**config.mk**
```make
export PLATFORM = sky130hd
export DESIGN_NAME = pulse_train_generator_flat
export DESIGN_NICKNAME = d
export VERILOG_FILES = /design/src/rtl/pulse_train_generator_pkg.sv /design/src/rtl/pulse_train_generator_if.sv /design/src/rtl/pulse_down_counter.sv /design/src/rtl/pulse_train_generator.sv /design/src/flat_wrapper.sv
export SDC_FILE = /design/constraint.sdc
export NUM_CORES = 1
export LEC_CHECK = 0
export CAP_MARGIN = 20
export CORE_MARGIN = 5
export CORE_UTILIZATION = 38
export CTS_CLUSTER_SIZE = 25
export DETAILED_ROUTE_END_ITERATION = 8
export DONT_BUFFER_PORTS = 1
export GPL_TIMING_DRIVEN = 0
export SYNTH_ARGS = -nofsm -noshare
export SYNTH_HDL_FRONTEND = slang
export SYNTH_SLANG_ARGS = --single-unit
export TNS_END_PERCENT = 50
```
**constraint.sdc**
```tcl
create_clock -name clk -period 6.3 [get_ports clk]
set_clock_uncertainty 0.05 [all_clocks]
set_input_delay 1.26 -clock clk [delete_from_list [all_inputs] [get_ports clk]]
set_output_delay 1.26 -clock clk [all_outputs]
set_load 0.005 [all_outputs]
```
**src/rtl/pulse_train_generator_pkg.sv**
```systemverilog
// Shared definitions for the pulse train generator: default field widths and
// the sequencer state encoding, also reused by the LCD command FSM.
package pulse_train_generator_pkg;

    localparam int PTG_CNT_W = 16;
    localparam int PTG_N_W   = 8;

    typedef enum logic [1:0] {
        ST_IDLE   = 2'd0,
        ST_DELAY  = 2'd1,
        ST_ACTIVE = 2'd2,
        ST_GAP    = 2'd3
    } ptg_state_e;

endpackage

```
**src/rtl/pulse_train_generator_if.sv**
```systemverilog
// Trigger/configuration/status bundle between a requester and the pulse train generator.
interface pulse_train_generator_if
    import pulse_train_generator_pkg::*;
#(
    parameter int CNT_W = PTG_CNT_W,
    parameter int N_W   = PTG_N_W
) ();

    logic             i_trigger;
    logic [CNT_W-1:0] i_delay;
    logic [CNT_W-1:0] i_width;
    logic [CNT_W-1:0] i_gap;
    logic [N_W-1:0]   i_count;
    logic             o_pulse;
    logic             o_busy;
    logic             o_done;

    modport master (
        output i_trigger, i_delay, i_width, i_gap, i_count,
        input  o_pulse, o_busy, o_done
    );

    modport slave (
        input  i_trigger, i_delay, i_width, i_gap, i_count,
        output o_pulse, o_busy, o_done
    );

endinterface

```
**src/rtl/pulse_down_counter.sv**
```systemverilog
// Loadable down-counter that saturates at 1, with a registered flag marking
// the cycle in which the count equals 1 (the last cycle of a timed phase).
module pulse_down_counter
    import pulse_train_generator_pkg::*;
#(
    parameter int CNT_W = PTG_CNT_W
) (
    input  logic             clk,
    input  logic             rst,
    input  logic             load,
    input  logic [CNT_W-1:0] load_val,
    input  logic             en,
    output logic             terminal
);

    logic [CNT_W-1:0] count_q;
    logic [CNT_W-1:0] count_d;
    logic             terminal_q;
    logic             terminal_d;

    // Next count: load wins, otherwise step down but never below 1.
    always_comb begin
        count_d = count_q;
        if (load) begin
            count_d = load_val;
        end else if (en && (count_q > CNT_W'(1))) begin
            count_d = count_q - CNT_W'(1);
        end else begin
            count_d = count_q;
        end
        terminal_d = (count_d == CNT_W'(1));
    end

    // Count and terminal flag registers with synchronous active-low reset.
    always_ff @(posedge clk) begin
        if (!rst) begin
            count_q    <= CNT_W'(0);
            terminal_q <= 1'b0;
        end else begin
            count_q    <= count_d;
            terminal_q <= terminal_d;
        end
    end

    assign terminal = terminal_q;

endmodule

```
**src/rtl/pulse_train_generator.sv**
```systemverilog
// Turns a one-cycle trigger into an optional start delay followed by N pulses
// of programmable width separated by programmable gaps; all outputs registered.
module pulse_train_generator
    import pulse_train_generator_pkg::*;
#(
    parameter int   CNT_W      = PTG_CNT_W,
    parameter int   N_W        = PTG_N_W,
    parameter logic ACTIVE_LVL = 1'b1
) (
    input  logic             clk,
    input  logic             rst,
    pulse_train_generator_if.slave bus
);

    ptg_state_e       state_q, state_d;
    logic [CNT_W-1:0] width_q, width_d;
    logic [CNT_W-1:0] gap_q,   gap_d;
    logic [N_W-1:0]   rem_q,   rem_d;
    logic             pulse_q, pulse_d;
    logic             busy_q,  busy_d;
    logic             done_q,  done_d;

    logic             cnt_load_s;
    logic [CNT_W-1:0] cnt_val_s;
    logic             cnt_en_s;
    logic             cnt_term_s;

    function automatic logic [CNT_W-1:0] nz_cnt(input logic [CNT_W-1:0] v);
        nz_cnt = (v == CNT_W'(0)) ? CNT_W'(1) : v;
    endfunction

    function automatic logic [N_W-1:0] nz_n(input logic [N_W-1:0] v);
        nz_n = (v == N_W'(0)) ? N_W'(1) : v;
    endfunction

    // One shared phase timer, reloaded with the new phase length on every state entry.
    pulse_down_counter #(.CNT_W(CNT_W)) u_timer (
        .clk      (clk),
        .rst      (rst),
        .load     (cnt_load_s),
        .load_val (cnt_val_s),
        .en       (cnt_en_s),
        .terminal (cnt_term_s)
    );

    assign cnt_en_s = (state_q != ST_IDLE);

    // Next-state, config capture and timer reload; outputs follow the next state
    // so the first pulse can appear one cycle after the trigger.
    always_comb begin
        state_d    = state_q;
        width_d    = width_q;
        gap_d      = gap_q;
        rem_d      = rem_q;
        done_d     = 1'b0;
        cnt_load_s = 1'b0;
        cnt_val_s  = CNT_W'(0);
        case (state_q)
            ST_IDLE: begin
                if (bus.i_trigger) begin
                    width_d    = nz_cnt(bus.i_width);
                    gap_d      = nz_cnt(bus.i_gap);
                    rem_d      = nz_n(bus.i_count);
                    cnt_load_s = 1'b1;
                    if (bus.i_delay != CNT_W'(0)) begin
                        state_d   = ST_DELAY;
                        cnt_val_s = bus.i_delay;
                    end else begin
                        state_d   = ST_ACTIVE;
                        cnt_val_s = nz_cnt(bus.i_width);
                    end
                end else begin
                    state_d = ST_IDLE;
                end
            end
            ST_DELAY: begin
                if (cnt_term_s) begin
                    state_d    = ST_ACTIVE;
                    cnt_load_s = 1'b1;
                    cnt_val_s  = width_q;
                end else begin
                    state_d = ST_DELAY;
                end
            end
            ST_ACTIVE: begin
                if (cnt_term_s) begin
                    rem_d = rem_q - N_W'(1);
                    if (rem_q > N_W'(1)) begin
                        state_d    = ST_GAP;
                        cnt_load_s = 1'b1;
                        cnt_val_s  = gap_q;
                    end else begin
                        state_d = ST_IDLE;
                        done_d  = 1'b1;
                    end
                end else begin
                    state_d = ST_ACTIVE;
                end
            end
            ST_GAP: begin
                if (cnt_term_s) begin
                    state_d    = ST_ACTIVE;
                    cnt_load_s = 1'b1;
                    cnt_val_s  = width_q;
                end else begin
                    state_d = ST_GAP;
                end
            end
            default: begin
                state_d = ST_IDLE;
            end
        endcase
        pulse_d = (state_d == ST_ACTIVE) ? ACTIVE_LVL : ~ACTIVE_LVL;
        busy_d  = (state_d != ST_IDLE);
    end

    // State, captured configuration and output registers.
    always_ff @(posedge clk) begin
        if (!rst) begin
            state_q <= ST_IDLE;
            width_q <= CNT_W'(0);
            gap_q   <= CNT_W'(0);
            rem_q   <= N_W'(0);
            pulse_q <= ~ACTIVE_LVL;
            busy_q  <= 1'b0;
            done_q  <= 1'b0;
        end else begin
            state_q <= state_d;
            width_q <= width_d;
            gap_q   <= gap_d;
            rem_q   <= rem_d;
            pulse_q <= pulse_d;
            busy_q  <= busy_d;
            done_q  <= done_d;
        end
    end

    assign bus.o_pulse = pulse_q;
    assign bus.o_busy  = busy_q;
    assign bus.o_done  = done_q;

endmodule

```
**src/flat_wrapper.sv**
```systemverilog
// flat-port wrapper written by rule: the top's interface ports become plain ports
module pulse_train_generator_flat import pulse_train_generator_pkg::*;
#(
    parameter int   CNT_W      = PTG_CNT_W,
    parameter int   N_W        = PTG_N_W,
    parameter logic ACTIVE_LVL = 1'b1
)
  (clk, rst, bus_i_trigger, bus_i_delay, bus_i_width, bus_i_gap, bus_i_count, bus_o_pulse, bus_o_busy, bus_o_done);
  pulse_train_generator_if #(.CNT_W(CNT_W), .N_W(N_W)) bus_i ();
  input  logic clk;
  input  logic rst;
  input wire logic [$bits(bus_i.i_trigger)-1:0] bus_i_trigger;
  input wire logic [$bits(bus_i.i_delay)-1:0] bus_i_delay;
  input wire logic [$bits(bus_i.i_width)-1:0] bus_i_width;
  input wire logic [$bits(bus_i.i_gap)-1:0] bus_i_gap;
  input wire logic [$bits(bus_i.i_count)-1:0] bus_i_count;
  output wire logic [$bits(bus_i.o_pulse)-1:0] bus_o_pulse;
  output wire logic [$bits(bus_i.o_busy)-1:0] bus_o_busy;
  output wire logic [$bits(bus_i.o_done)-1:0] bus_o_done;
  assign bus_i.i_trigger = bus_i_trigger;
  assign bus_i.i_delay = bus_i_delay;
  assign bus_i.i_width = bus_i_width;
  assign bus_i.i_gap = bus_i_gap;
  assign bus_i.i_count = bus_i_count;
  assign bus_o_pulse = bus_i.o_pulse;
  assign bus_o_busy = bus_i.o_busy;
  assign bus_o_done = bus_i.o_done;
  pulse_train_generator #(.CNT_W(CNT_W), .N_W(N_W), .ACTIVE_LVL(ACTIVE_LVL)) u_core (.clk(clk), .rst(rst), .bus(bus_i));
endmodule
```
After elaboration in Yosys (flattened, before gate mapping) --
Index checks and enable logic that the tools add are counted.
Operators by class: add/sub/neg operators 2, multiply operators 0, divide/modulo/power cells 0, $lt $le $gt $ge 2, equality and inequality tests 7, shift operators 0, mux-type cells 28, bitwise gates (word level) 0, reductions and logical operators 13
Operators with widths (count):
- 16-bit 2-to-1 mux | 9
- 16-bit one-hot mux with 3 select lines | 1
- 16-bit logical NOT | 2
- 8-bit 2-to-1 mux | 3
- 16-bit by 1-bit == test with 1-bit output, second input constant | 1
- 16-bit by 1-bit > comparator with 1-bit output, second input constant | 1
- 8-bit one-hot mux with 2 select lines | 1
- 16-bit nonzero test | 1
- 16-bit by 1-bit subtractor with 16-bit output, second input constant | 1
- 2-bit 2-to-1 mux | 5
- 8-bit by 1-bit > comparator with 1-bit output, second input constant | 1
- 8-bit logical NOT | 1
- 2-bit one-hot mux with 4 select lines | 1
- 8-bit by 1-bit subtractor with 8-bit output, second input constant | 1
- 1-bit 2-to-1 mux | 7
- 2-bit == test, second input constant | 3
- 3-bit AND reduction | 2
- 2-bit nonzero test | 3
- 2-bit != test, second input constant | 2
- 1-bit one-hot mux with 3 select lines | 1
- 2-bit by 1-bit == test with 1-bit output, second input constant | 1
- 2-bit logical NOT | 1
- 2-bit AND reduction | 1
- 2-bit OR reduction | 1
- 1-bit logical AND | 1
Storage, ports and cells: register bits 62, bits in latches 0, memory bits (writable) 0, ROM bits 0, input port bits 59, output and inout bits 3, memories kept 0

Logic depth before layout (Yosys ltp) --
Gate-level depths: netlist (run 1).
depth in word-level cells 7, mapped depth 10

Hierarchy --
Synthesis (run 1) repeated with hierarchy kept, for this count alone.
Second synthesis, totals: cell total of the unflattened synthesis 454, area, all modules 3632.2 um^2
By module, submodules not included:
- pulse_train_generator | instances 1, cells each 310, area an instance 2448.6 um^2
- pulse_down_counter | instances 1, cells each 144, area an instance 1183.6 um^2

Least setup slack after synthesis (run 1) --
No wires, ideal clock.
path type input-to-reg, from in bus_i_trigger, to reg u_core.u_timer.terminal_q, in the netlist u_core.u_timer.terminal, library setup time 0.087 ns, arrival 2.763 ns, required time 6.163 ns, slack 3.400 ns, stages 7, buffers on the path 0, cells stage by stage nor3b_2 > nand4_1 > nor2_1 > inv_1 > o221ai_1 > nand4_1 > nor4b_2
Between the ends: cells in the longest elaborated chain, start to end 4, elaborated cells on any way between the ends 6, classes of those cells 1 x eq/ne; 5 x mux
RTL lines:
- start, declared | line flat_wrapper.sv:12 | input wire logic [$bits(bus_i.i_trigger)-1:0] bus_i_trigger;
- 16-bit 2-to-1 mux or 1-bit 2-to-1 mux (tied branches) | line pulse_train_generator.sv:60 | if (bus.i_trigger) begin
- 16-bit one-hot mux with 3 select lines or 1-bit one-hot mux with 3 select lines (tied branches) | line pulse_train_generator.sv:58 | case (state_q)
- 16-bit 2-to-1 mux * | line pulse_down_counter.sv:24 | if (load) begin
- 16-bit by 1-bit == test with 1-bit output * | line pulse_down_counter.sv:31 | terminal_d = (count_d == CNT_W'(1));
- end signal, assigned | line pulse_down_counter.sv:41 | terminal_q <= terminal_d;
- end, declared | line pulse_down_counter.sv:18 | logic terminal_q;
Mark *: on every way between the ends. The rest lies on a longest branch, timed or not. A chain may end at the register's enable or synchronous reset.

Final worst setup path (run 1) --
from in bus_i_trigger, to reg u_core.gap_q[7]
Between the ends: cells in the longest elaborated chain, start to end 1
RTL lines:
- 2-bit AND reduction (no line)
- end signal, assigned | line pulse_train_generator.sv:130 | gap_q <= gap_d;
- end, declared | line pulse_train_generator.sv:17 | logic [CNT_W-1:0] gap_q, gap_d;
Every way passes these cells.

==> metrics.cfg, run 1 <==
[yosys]
async_reset_ff_share_pct = 0
synth_seq_area_share_pct = 37.0
synth_warnings = 0
syn-num-nets = 489
yosysUniqueCellTypes = 65
syn_avg_cell_area_sq_um = 7.87
synth_top_cell_area_share_pct = 37.0
synth_ff_type = dfxtp_1
synth.largest_area_cell = dfxtp_1
ys_top_cells_by_area = dfxtp_1 37%, nand2_1 8.1%, a21oi_1 6.7%
ys_ff_latch = 62
synth_area_sq_um = 3350
synth_edf_count = 0
syn_inst = 426

[sta]
fmaxAchievable_mhz = 303
setup_viol_count_final = 0
hold_violations = 0
report.final.slew_viol_count = 0
fin_crit_ps = 3300
post-route-period-util_pct = 52.4
rsz0062_at_grt = false
slew_headroom_pct = 46.2
holdWs_ps = 407
worst_pin_slew_ps = 807
setup-tns-final_ps = 0

[power_and_ir_drop]
netSwitchingPower_mw = 0.296
seq_power_share_pct = 43.9
pwr-share-clk_pct = 38.5
power_leakage_nw = 1.34
p_int_mw = 0.722
ir_drop_mv = 0.159
sw_frac_of_total_pct = 29.1
p_comb_share_pct = 17.6
p_per_area_nw_per_um2 = 275

[die]
row_count = 34
fp.dieW_microns = 104
die_y_microns = 104
core_area_sq_um = 8680
die-area_sq_um = 10800
ioPinCount = 62
initial_core_util_pct = 38.6

[global_routing]
grt_pass1_vias = 3401
grt_pass1_wl_mm = 17.4
antenna_found_initial = 0
gr-total-overflow = 0
track_usage_pct = 20.0
grt_max_degree = 11

[cells_and_area]
antenna_cells = 0
final-instance-count-excl-fill = 550
n_fill_cell = 916
layout.nets = 500
drive_gt1_share_pct = 9.50
area_growth_pct = 10.5

[place]
gp_congestion = 0.903
placed_cells = 534
port_buffers = 0
hpwl_mm = 8.34

[routing]
postRouteAntennaNets = 0
route.detailed.drc = 0
routed_wl_mm = 10.9
avgRoutedWirePerCell_microns = 19.8
vias = 3404
drtIter0Drc = 272
dr.pass1.iters = 8
routed_via_density = 6.19

[critical_path]
critPathLaunchType = input port
arrival_ps = 3530
cp_max_fo = 10
path_class = in2reg
worstPathRequired_ps = 6520
end_kind = flip-flop

[clock_network]
path_clk_slew_ps = 70
post-cts-setup-buffers = 0
cts.sinks = 62
clk_latency_ps = 350
cts_tree = built
cts_root_buf = clkbuf_8
cts-resized-gates = 0
clockBufferDepth = 2
numCtsBuffers = 9
cts_hold_buf = 0
htreeDepth = 3

[hold_path]
hold_path_class = reg2reg

[flow_run]
drv_cap = 0

[status]
status = completed

per-stage QoR:
step                cell area, sq um  worst slack [ps]  utilization [%]  total power [mW]
floorplan                       3350              3400                -             0.584
global placement                3490              2730             40.2             0.628
detailed placement              3490              2690             40.2             0.632
CTS                             3700              3040             42.6              1.02
global route                    3700              2760             42.6              1.06
finish                          3700              3000             42.6              1.02
path summary, 6_finish.rpt:
kind / startpoint / endpoint / slack, ps / cells past startpoint
max reg2reg: u_core.rem_q[0]$_SDFFE_PN0P_ / u_core.u_timer.terminal$_SDFF_PN0_ / 3420 / 10
max: bus_i_trigger / u_core.gap_q[7]$_SDFFE_PN0P_ / 3000 / 6
min: u_core.width_q[4]$_SDFFE_PN0P_ / u_core.width_q[4]$_SDFFE_PN0P_ / 410 / 2
min reg2reg: u_core.width_q[4]$_SDFFE_PN0P_ / u_core.width_q[4]$_SDFFE_PN0P_ / 410 / 2
metal layers:
metal  part of all wire [%]  GRT usage [%]  vias up
met5                      0              0        -
met1                     41           23.8     1626
met3                    7.7           6.52       33
met2                     46           31.2      137
met4                    5.1           12.1        0
li1                       -              -     1608
cells in the final DEF (no fill, tap or decap), types with 12 or more instances in the layout:
| master | instances |
|---|---|
| a222oi_1 | 12 |
| nor3_1 | 14 |
| o21ai_0 | 18 |
| nand2_1 | 72 |
| inv_1 | 14 |
| a21oi_1 | 45 |
| dfxtp_1 | 62 |
| nor2_1 | 36 |
| clkbuf_1 | 18 |
| nor4_1 | 15 |
kinds of logic (layout without fill, tap and decap cells):
kind of cell | Yosys count | count (layout) | share of synthesized area (%)
AOI/OAI and AO/OA | 125 | 125 | 25.5
DFF | 62 | 62 | 37.0
xor gates and xnor gates | 9 | 9 | 2.35
and+or+nand+nor | 189 | 189 | 28.7
buffers and inverters | 37 | 53 | 4.85
adders and majority gates | 4 | 4 | 1.49
flip-flops by register name, indices dropped and copies added (netlist names):
signal / flops
u_core.state_q: 2
u_core.bus.o_busy: 1
u_core.bus.o_pulse: 1
u_core.bus.o_done: 1
u_core.rem_q: 8
u_core.u_timer.count_q: 16
u_core.width_q: 16
u_core.gap_q: 16
u_core.u_timer.terminal: 1
power by group through the flow:
stage	Combinational [mW]	Sequential [mW]	Clock, mW
6_report	0.180	0.447	0.392
5_1_grt	0.201	0.450	0.410
4_1_cts	0.178	0.446	0.393
3_5_place_dp	0.177	0.455	0
3_3_place_gp	0.174	0.454	0
2_1_floorplan	0.137	0.447	0
synthesized netlist by cell type, types with 4 or more instances:
master,number
a211oi_1,10
a21oi_1,45
a222oi_1,12
clkbuf_1,16
dfxtp_1,62
ha_1,4
inv_1,14
nand2_1,72
nand3_1,9
nand3b_1,4
nand4_1,4
nor2_1,36
nor3_1,14
nor4_1,15
o21ai_0,18
o311ai_0,6
o31ai_1,6
or2_2,6
xor2_1,6
final cells by class:
class                           instances  area, sq um  share of cell area (%)
Clock buffer                           12          145                    3.92
Clock inverter                          4         70.1                    1.89
Sequential cell                        62         1240                    33.5
Tap cell                              108          135                    3.65
Inverter                               15         56.3                    1.52
Multi-Input combinational cell        327         1950                    52.6
Buffer                                 22          106                    2.87
worst max-delay path, stage by stage:
cell,delay (ps)
nor3b_2,600
clkbuf_1,460
clkbuf_1,410
clkbuf_1,490
nand2_1,160
a21oi_1,140
Note: power is estimated with default switching activity, not from simulation.
==> inputs of run 2 (changes only) <==
--- a/config.mk
+++ b/config.mk
@@ -5,6 +5,7 @@
 export SDC_FILE = /design/constraint.sdc
 export NUM_CORES = 1
 export LEC_CHECK = 0
+export ABC_AREA = 1
 export CAP_MARGIN = 20
 export CORE_MARGIN = 5
 export CORE_UTILIZATION = 38
==> constraint.sdc (replaced) <==
create_clock -name clk -period 2.7 [get_ports clk]
set_clock_uncertainty 0.05 [all_clocks]
set_input_delay 0.54 -clock clk [delete_from_list [all_inputs] [get_ports clk]]
set_output_delay 0.54 -clock clk [all_outputs]
set_load 0.005 [all_outputs]
==> run 2 against run 1 <==
Count of clock-buffer cells in the layout decreased by 2. Non-clock buffer count unchanged. Via count increased by 11%. First-iteration DRC count increased by 2.9%. Die area increased by 10%. Sequential share of layout area decreased by 3.4 points. Final cell count increased by 37%. Worst setup slack got worse by 2600 ps. Area after synthesis increased by 11%. Combinational power increased to 3.3 times the previous value. Cell area increased by 11%.
==> metrics.cfg, run 2 <==
[status]
status = completed

[critical_path]
critPathLaunchType = flip-flop
timing.rr.end = u_core.u_timer.terminal$_SDFF_PN0_
crit_slowest_cell = ha_1
crit_path_start = u_core.u_timer.count_q[0]$_SDFF_PN0_
arrival_ps = 2520  ; -1010 ps
cp_max_fo = 10  ; unchanged
slowest_delay_ps = 330  ; -270 ps
end_kind = flip-flop
worstPathRequired_ps = 2930  ; -3590 ps
reg2regPathDepth = 17  ; +7
regToRegSetupSlack_ps = 410  ; -3010 ps
path_cells = inv_1 -> ha_1 -> inv_2 -> nand2_1 -> nand2_1 -> nor2_2 -> nand2_4 -> nand2_8 -> inv_4 -> buf_6 -> nand2_1 -> nand2_1 -> a21oi_2 -> nand2_1 -> nor2_1 -> nand3_1 -> nor2_1
rr_startpoint = u_core.u_timer.count_q[0]$_SDFF_PN0_
path_class = reg2reg
path_common_cell = nand2_1
critPathTopFamily = simple AND/OR/NAND/NOR gates
cp.buffers_inverters = 4  ; +1

[sta]
rsz0062_at_grt = false
hold_violations = 0  ; unchanged
slew_headroom_pct = 64.2  ; +18 points
setup-tns-final_ps = 0  ; unchanged
setup_viol_count_final = 0  ; unchanged
worst_pin_slew_ps = 536  ; -271 ps
post-route-period-util_pct = 84.7
report.final.slew_viol_count = 0  ; unchanged
fin_crit_ps = 2290
fmaxAchievable_mhz = 437

[global_routing]
grt_pass1_wl_mm = 17.9  ; +2.6%
grt_busiest_layer = met2
grt_pass1_vias = 3689  ; +8.5%
gr-usage-met3_pct = 4.26  ; -2.3 points
use_met2_pct = 32.3  ; +1.0 points
antenna_found_initial = 0  ; unchanged
met1_usage_pct = 24.0  ; +0.22 points
gr-total-overflow = 0  ; unchanged
grt_max_degree = 12  ; +1
track_usage_pct = 19.3  ; -0.73 points

[routing]
dr.pass1.iters = 5  ; -3
postRouteAntennaNets = 0  ; unchanged
routed_via_density = 5.02  ; -19%
vias = 3777  ; +11%
drtIter0Drc = 280  ; +2.9%
routed_wl_mm = 10.7  ; -1.5%
avgRoutedWirePerCell_microns = 14.3  ; -28%
route.detailed.drc = 0  ; unchanged

[yosys]
synth_edf_count = 0  ; unchanged
synth_warnings = 0  ; unchanged
synth_seq_area_share_pct = 33.3  ; -3.7 points
ys_top_cells_by_area = dfxtp_1 33%, nand2_1 16%, nor2_1 11%
synth_ff_type = dfxtp_1
syn-num-nets = 667  ; +36%
synth.largest_area_cell = dfxtp_1
synth_top_cell_area_share_pct = 33.3  ; -3.7 points
syn_inst = 604  ; +42%
yosysUniqueCellTypes = 37  ; -43%
ys_ff_latch = 62  ; unchanged
async_reset_ff_share_pct = 0  ; unchanged
synthMostInstantiatedCell = nand2_1
synth_area_sq_um = 3730  ; +11%
syn_avg_cell_area_sq_um = 6.17  ; -22%
synthTopCellsByCount = 163 x nand2_1, 108 x nor2_1, 62 x dfxtp_1, 52 x inv_1, 42 x o21ai_0

[die]
core_area_sq_um = 9680  ; +12%
die_y_microns = 109  ; +4.9%
fp.dieW_microns = 109  ; +4.9%
initial_core_util_pct = 38.5  ; -0.12 points
row_count = 36  ; +5.9%
die-area_sq_um = 11900  ; +10%
ioPinCount = 62  ; unchanged

[hold_path]
hold_path.startpoint = bus_i_gap[15]
hold_path_class = in2reg
hold_end = u_core.gap_q[15]$_SDFFE_PN0P_
hold_depth = 2  ; unchanged

[cells_and_area]
area_growth_pct = 10.4  ; about the same
antenna_cells = 0  ; unchanged
final_cell_mix = 163 x nand2_1, 108 x nor2_1, 62 x dfxtp_1, 52 x inv_1, 42 x o21ai_0
layout.nets = 678  ; +36%
utilization_pct = 42.5  ; -0.14 points
drive_gt1_share_pct = 8.55  ; -0.95 points
layout_commonest_cell = nand2_1
reg_top3 = u_core.gap_q (16), u_core.u_timer.count_q (16), u_core.width_q (16)
stdcell_area_sq_um = 4120  ; +11%
n_fill_cell = 1063  ; +16%

[place]
hpwl_mm = 8.71  ; +4.5%
gp_congestion = 0.930  ; +3.0%
port_buffers = 0  ; unchanged
placed_area_sq_um = 3890  ; +12%

[power_and_ir_drop]
ir_drop_mv = 0.383  ; +140%
total_power_mw = 2.56  ; +150%
p_per_area_nw_per_um2 = 622  ; +130%
power_leakage_nw = 1.90  ; +42%

[clock_network]
numCtsBuffers = 9  ; unchanged
post-cts-setup-buffers = 0  ; unchanged
cts_root_buf = clkbuf_8
path_clk_slew_ps = 70  ; about the same
clockBufferDepth = 2  ; unchanged
cts.sinks = 62  ; unchanged
cts_tree = built
cts-resized-gates = 0  ; unchanged
cts_hold_buf = 0  ; unchanged
clk_latency_ps = 340  ; about the same
htreeDepth = 3  ; unchanged

[flow_run]
drv_cap = 0  ; unchanged

run 2: cell types whose count changed in the layout (fill, tap and decap cells not counted), sizes merged, moves of 13 or more:
cell / delta
nand3: +22
inv: +48
nand2: +95
nor2: +83
o21ai: +25
nor3: -13
run 2: how the worst max path moves through the flow:
stage                                          to  slack, ps  cells past startpoint
2_1_floorplan  u_core.u_timer.terminal$_SDFF_PN0_        810                     17
3_5_place_dp   u_core.u_timer.terminal$_SDFF_PN0_        350                     12
5_1_grt        u_core.u_timer.terminal$_SDFF_PN0_        140                     17
6_report       u_core.u_timer.terminal$_SDFF_PN0_        410                     17
4_1_cts        u_core.u_timer.terminal$_SDFF_PN0_        380                     17
3_3_place_gp   u_core.u_timer.terminal$_SDFF_PN0_        350                     12
run 2: per-stage QoR:
step	hold WS (ps)	cells	setup WS, ps
floorplan	390	604	812
global placement	406	737	354
detailed placement	407	737	350
CTS	268	753	381
global route	270	753	138
finish	277	753	414
run 2: worst register-to-register path, delay by kind of cell, from the launching register on:
kind	cells	cell delay [ps]
compound gates	1	160
simple gates	11	940
flops	1	320
fa+ha+maj	1	330
buf+inv	4	420
run 2: power by group:
group	internal [mW]	switching (mW)
logic	0.208	0.385
registers	0.995	0.0626
clock network	0.541	0.367
total	1.74	0.815
run 2: per-layer routing:
metal  vias to the layer above  part of all wire, %
met5                         -                    0
met4                         0                  2.2
li1                       1962                    -
met1                      1711                   45
met2                        89                   47
met3                        15                  5.9
run 2: cell type report:
| cell class | instances | area, sq um | area share (%) |
|---|---|---|---|
| Inverter | 64 | 243 | 5.90 |
| Clock buffer | 10 | 138 | 3.34 |
| Buffer | 22 | 105 | 2.55 |
| Sequential cell | 62 | 1240 | 30.2 |
| Tap cell | 133 | 166 | 4.04 |
| Clock inverter | 6 | 85.1 | 2.07 |
| Multi-Input combinational cell | 456 | 2140 | 51.9 |
run 2: cell families (layout without fill, tap and decap cells):
| kind of cell | count (synthesis) | after routing | synth area share [%] |
|---|---|---|---|
| buffers and inverters | 86 | 102 | 9.33 |
| adder cells (fa/ha/maj) | 4 | 4 | 1.34 |
| XOR/XNOR | 6 | 6 | 1.41 |
| AND/OR/NAND/NOR | 348 | 348 | 40.2 |
| flip-flops | 62 | 62 | 33.3 |
| AO/OA/AOI/OAI | 98 | 98 | 14.4 |
==> inputs of run 3 (changes only) <==
==> constraint.sdc (replaced) <==
create_clock -name clk -period 2.1 [get_ports clk]
set_clock_uncertainty 0.05 [all_clocks]
set_input_delay 0.42 -clock clk [delete_from_list [all_inputs] [get_ports clk]]
set_output_delay 0.42 -clock clk [all_outputs]
set_load 0.005 [all_outputs]
==> run 3 against run 2 <==
Total power rose by 33%. Wire length is 3.1% higher. Worst setup slack worse by 320 ps. Global-route usage increased by 0.20 points. Via count rose by 2.2%. Die area unchanged. Critical path type unchanged. Largest power group unchanged.
==> metrics.cfg, run 3 (synthesis results as in run 2) <==
[status]
status = completed

[clock_network]
clockBufferDepth = 2  ; unchanged
cts.sinks = 62  ; unchanged
path_clk_slew_ps = 70  ; about the same
htreeDepth = 3  ; unchanged
clk_latency_ps = 350  ; about the same
cts_hold_buf = 0  ; unchanged
cts_root_buf = clkbuf_8
cts_tree = built
numCtsBuffers = 9  ; unchanged

[die]
row_count = 36  ; unchanged
die_y_microns = 109  ; unchanged
die-area_sq_um = 11900  ; unchanged
ioPinCount = 62  ; unchanged
core_area_sq_um = 9680  ; unchanged
initial_core_util_pct = 38.5  ; unchanged
fp.dieW_microns = 109  ; unchanged

[global_routing]
track_usage_pct = 19.5  ; +0.20 points
gr-total-overflow = 0  ; unchanged
grt_max_degree = 12  ; unchanged
antenna_found_initial = 0  ; unchanged
grt_pass1_vias = 3740  ; +1.4%
grt_pass1_wl_mm = 18.1  ; +1.1%

[critical_path]
critPathLaunchType = flip-flop
worstSetupEndpoint = u_core.u_timer.terminal$_SDFF_PN0_
cp_max_fo = 5  ; -5
arrival_ps = 2230  ; -290 ps
reg2regPathDepth = 14  ; -3
path_class = reg2reg
crit_path_start = u_core.rem_q[1]$_SDFFE_PN0P_
regToRegSetupSlack_ps = 100  ; -320 ps
rr_startpoint = u_core.rem_q[1]$_SDFFE_PN0P_
end_kind = flip-flop
timing.rr.end = u_core.u_timer.terminal$_SDFF_PN0_
worstPathRequired_ps = 2330  ; -600 ps

[cells_and_area]
reg_top3 = u_core.gap_q (16), u_core.u_timer.count_q (16), u_core.width_q (16)
register_area_sq_um = 1250  ; +0.50%
drive_gt1_share_pct = 14.6  ; +6.0 points
area_growth_pct = 16.3
utilization_pct = 44.8  ; +2.2 points
antenna_cells = 0  ; unchanged
n_fill_cell = 1051  ; -1.1%
layout.nets = 690  ; +1.8%
final_cell_mix = 156 x nand2_1, 103 x nor2_1, 59 x dfxtp_1, 48 x inv_1, 42 x o21ai_0
multiInputGateArea_sq_um = 2230  ; +4.2%
layout_commonest_cell = nand2_1

[sta]
post-route-period-util_pct = 95.4  ; +11 points
worst_pin_slew_ps = 539  ; +2.49 ps
report.final.slew_viol_count = 0  ; unchanged
setup-tns-final_ps = 0  ; unchanged
fin_crit_ps = 2000  ; -284 ps
hold_violations = 0  ; unchanged
setup_viol_count_final = 0  ; unchanged
fmaxAchievable_mhz = 499  ; +14%
holdWs_ps = 155  ; -121 ps
fin_ws_ps = 97.5  ; -316 ps
slew_headroom_pct = 64.1  ; -0.17 points

[routing]
avgRoutedWirePerCell_microns = 14.5  ; +1.5%
routed_via_density = 5.05  ; +0.62%
route.detailed.drc = 0  ; unchanged
vias = 3861  ; +2.2%
drtIter0Drc = 264  ; -5.7%
postRouteAntennaNets = 0  ; unchanged
dr.pass1.iters = 5  ; unchanged
routed_wl_mm = 11.1  ; +3.1%

[place]
hpwl_mm = 8.71  ; unchanged
dp_slack_ps = -200  ; -550 ps
gp_congestion = 0.930  ; unchanged
port_buffers = 0  ; unchanged

[power_and_ir_drop]
power_leakage_nw = 1.97  ; +4.0%
p_per_area_nw_per_um2 = 788  ; +27%
ir_drop_mv = 0.493  ; +29%

[flow_run]
drv_cap = 0  ; unchanged

[hold_path]
hold_path_class = in2reg

[run 3: routing by layer]
metal | global-route usage [%] | wire length (microns)
met5 | 0 | 0
met4 | 7.84 | 278
met3 | 4.26 | 656
met1 | 24.1 | 4800
met2 | 32.7 | 5350
[run 3: through the flow]
step,area [sq um],std cells,power [mW]
after floorplan,3730,604,1.97
after global placement,3890,737,2.13
after detailed placement,3890,737,2.14
after CTS,4190,756,3.36
after global routing,4330,765,3.61
final,4330,765,3.41
[run 3: timing repair]
action,CTS,global route
pin swaps,0,21
gates cloned,0,0
buffers inserted,3,10
setup endpoints to repair,2,1
resized for setup,10,33
[run 3: worst max-delay path, cell delays in order, from the launching register on]
cell and delay, ps:
dfxtp_1 310, inv_2 100, ha_1 160, nor2_1 50, nor2_2 130, nand2_2 120
buf_12 160, nand3_1 70, nand2_1 60, nand3b_1 180, a21oi_2 150, nand2_1 80
nor2_2 120, nand3_1 80, nor2_1 120
[run 3: how the worst min path moves through the flow]
stage                                            start                             to  slack [ps]  cells after the start
after floorplan           u_core.gap_q[5]$_SDFFE_PN0P_   u_core.gap_q[5]$_SDFFE_PN0P_         390                      2
after global placement    u_core.rem_q[7]$_SDFFE_PN0P_   u_core.rem_q[7]$_SDFFE_PN0P_         410                      2
after detailed placement  u_core.rem_q[7]$_SDFFE_PN0P_   u_core.rem_q[7]$_SDFFE_PN0P_         410                      2
after CTS                                          rst   u_core.rem_q[0]$_SDFFE_PN0P_         150                      2
after global routing                      bus_i_gap[2]   u_core.gap_q[2]$_SDFFE_PN0P_         150                      2
final                                    bus_i_gap[15]  u_core.gap_q[15]$_SDFFE_PN0P_         160                      2
[run 3: area by class of cell]
cell class,count,area share (%)
Inverter,64,5.77
Sequential cell,62,28.8
Multi-Input combinational cell,456,51.4
Tap cell,133,3.84
Buffer,21,2.37
Clock inverter,6,1.96
Clock buffer,10,3.18
Timing Repair Buffer,13,2.71
[run 3: report_power, final]
part / switching (mW) / internal, mW / total [mW]
combinational: 0.536 / 0.341 / 0.878
sequential: 0.0856 / 1.28 / 1.37
clock: 0.474 / 0.695 / 1.17
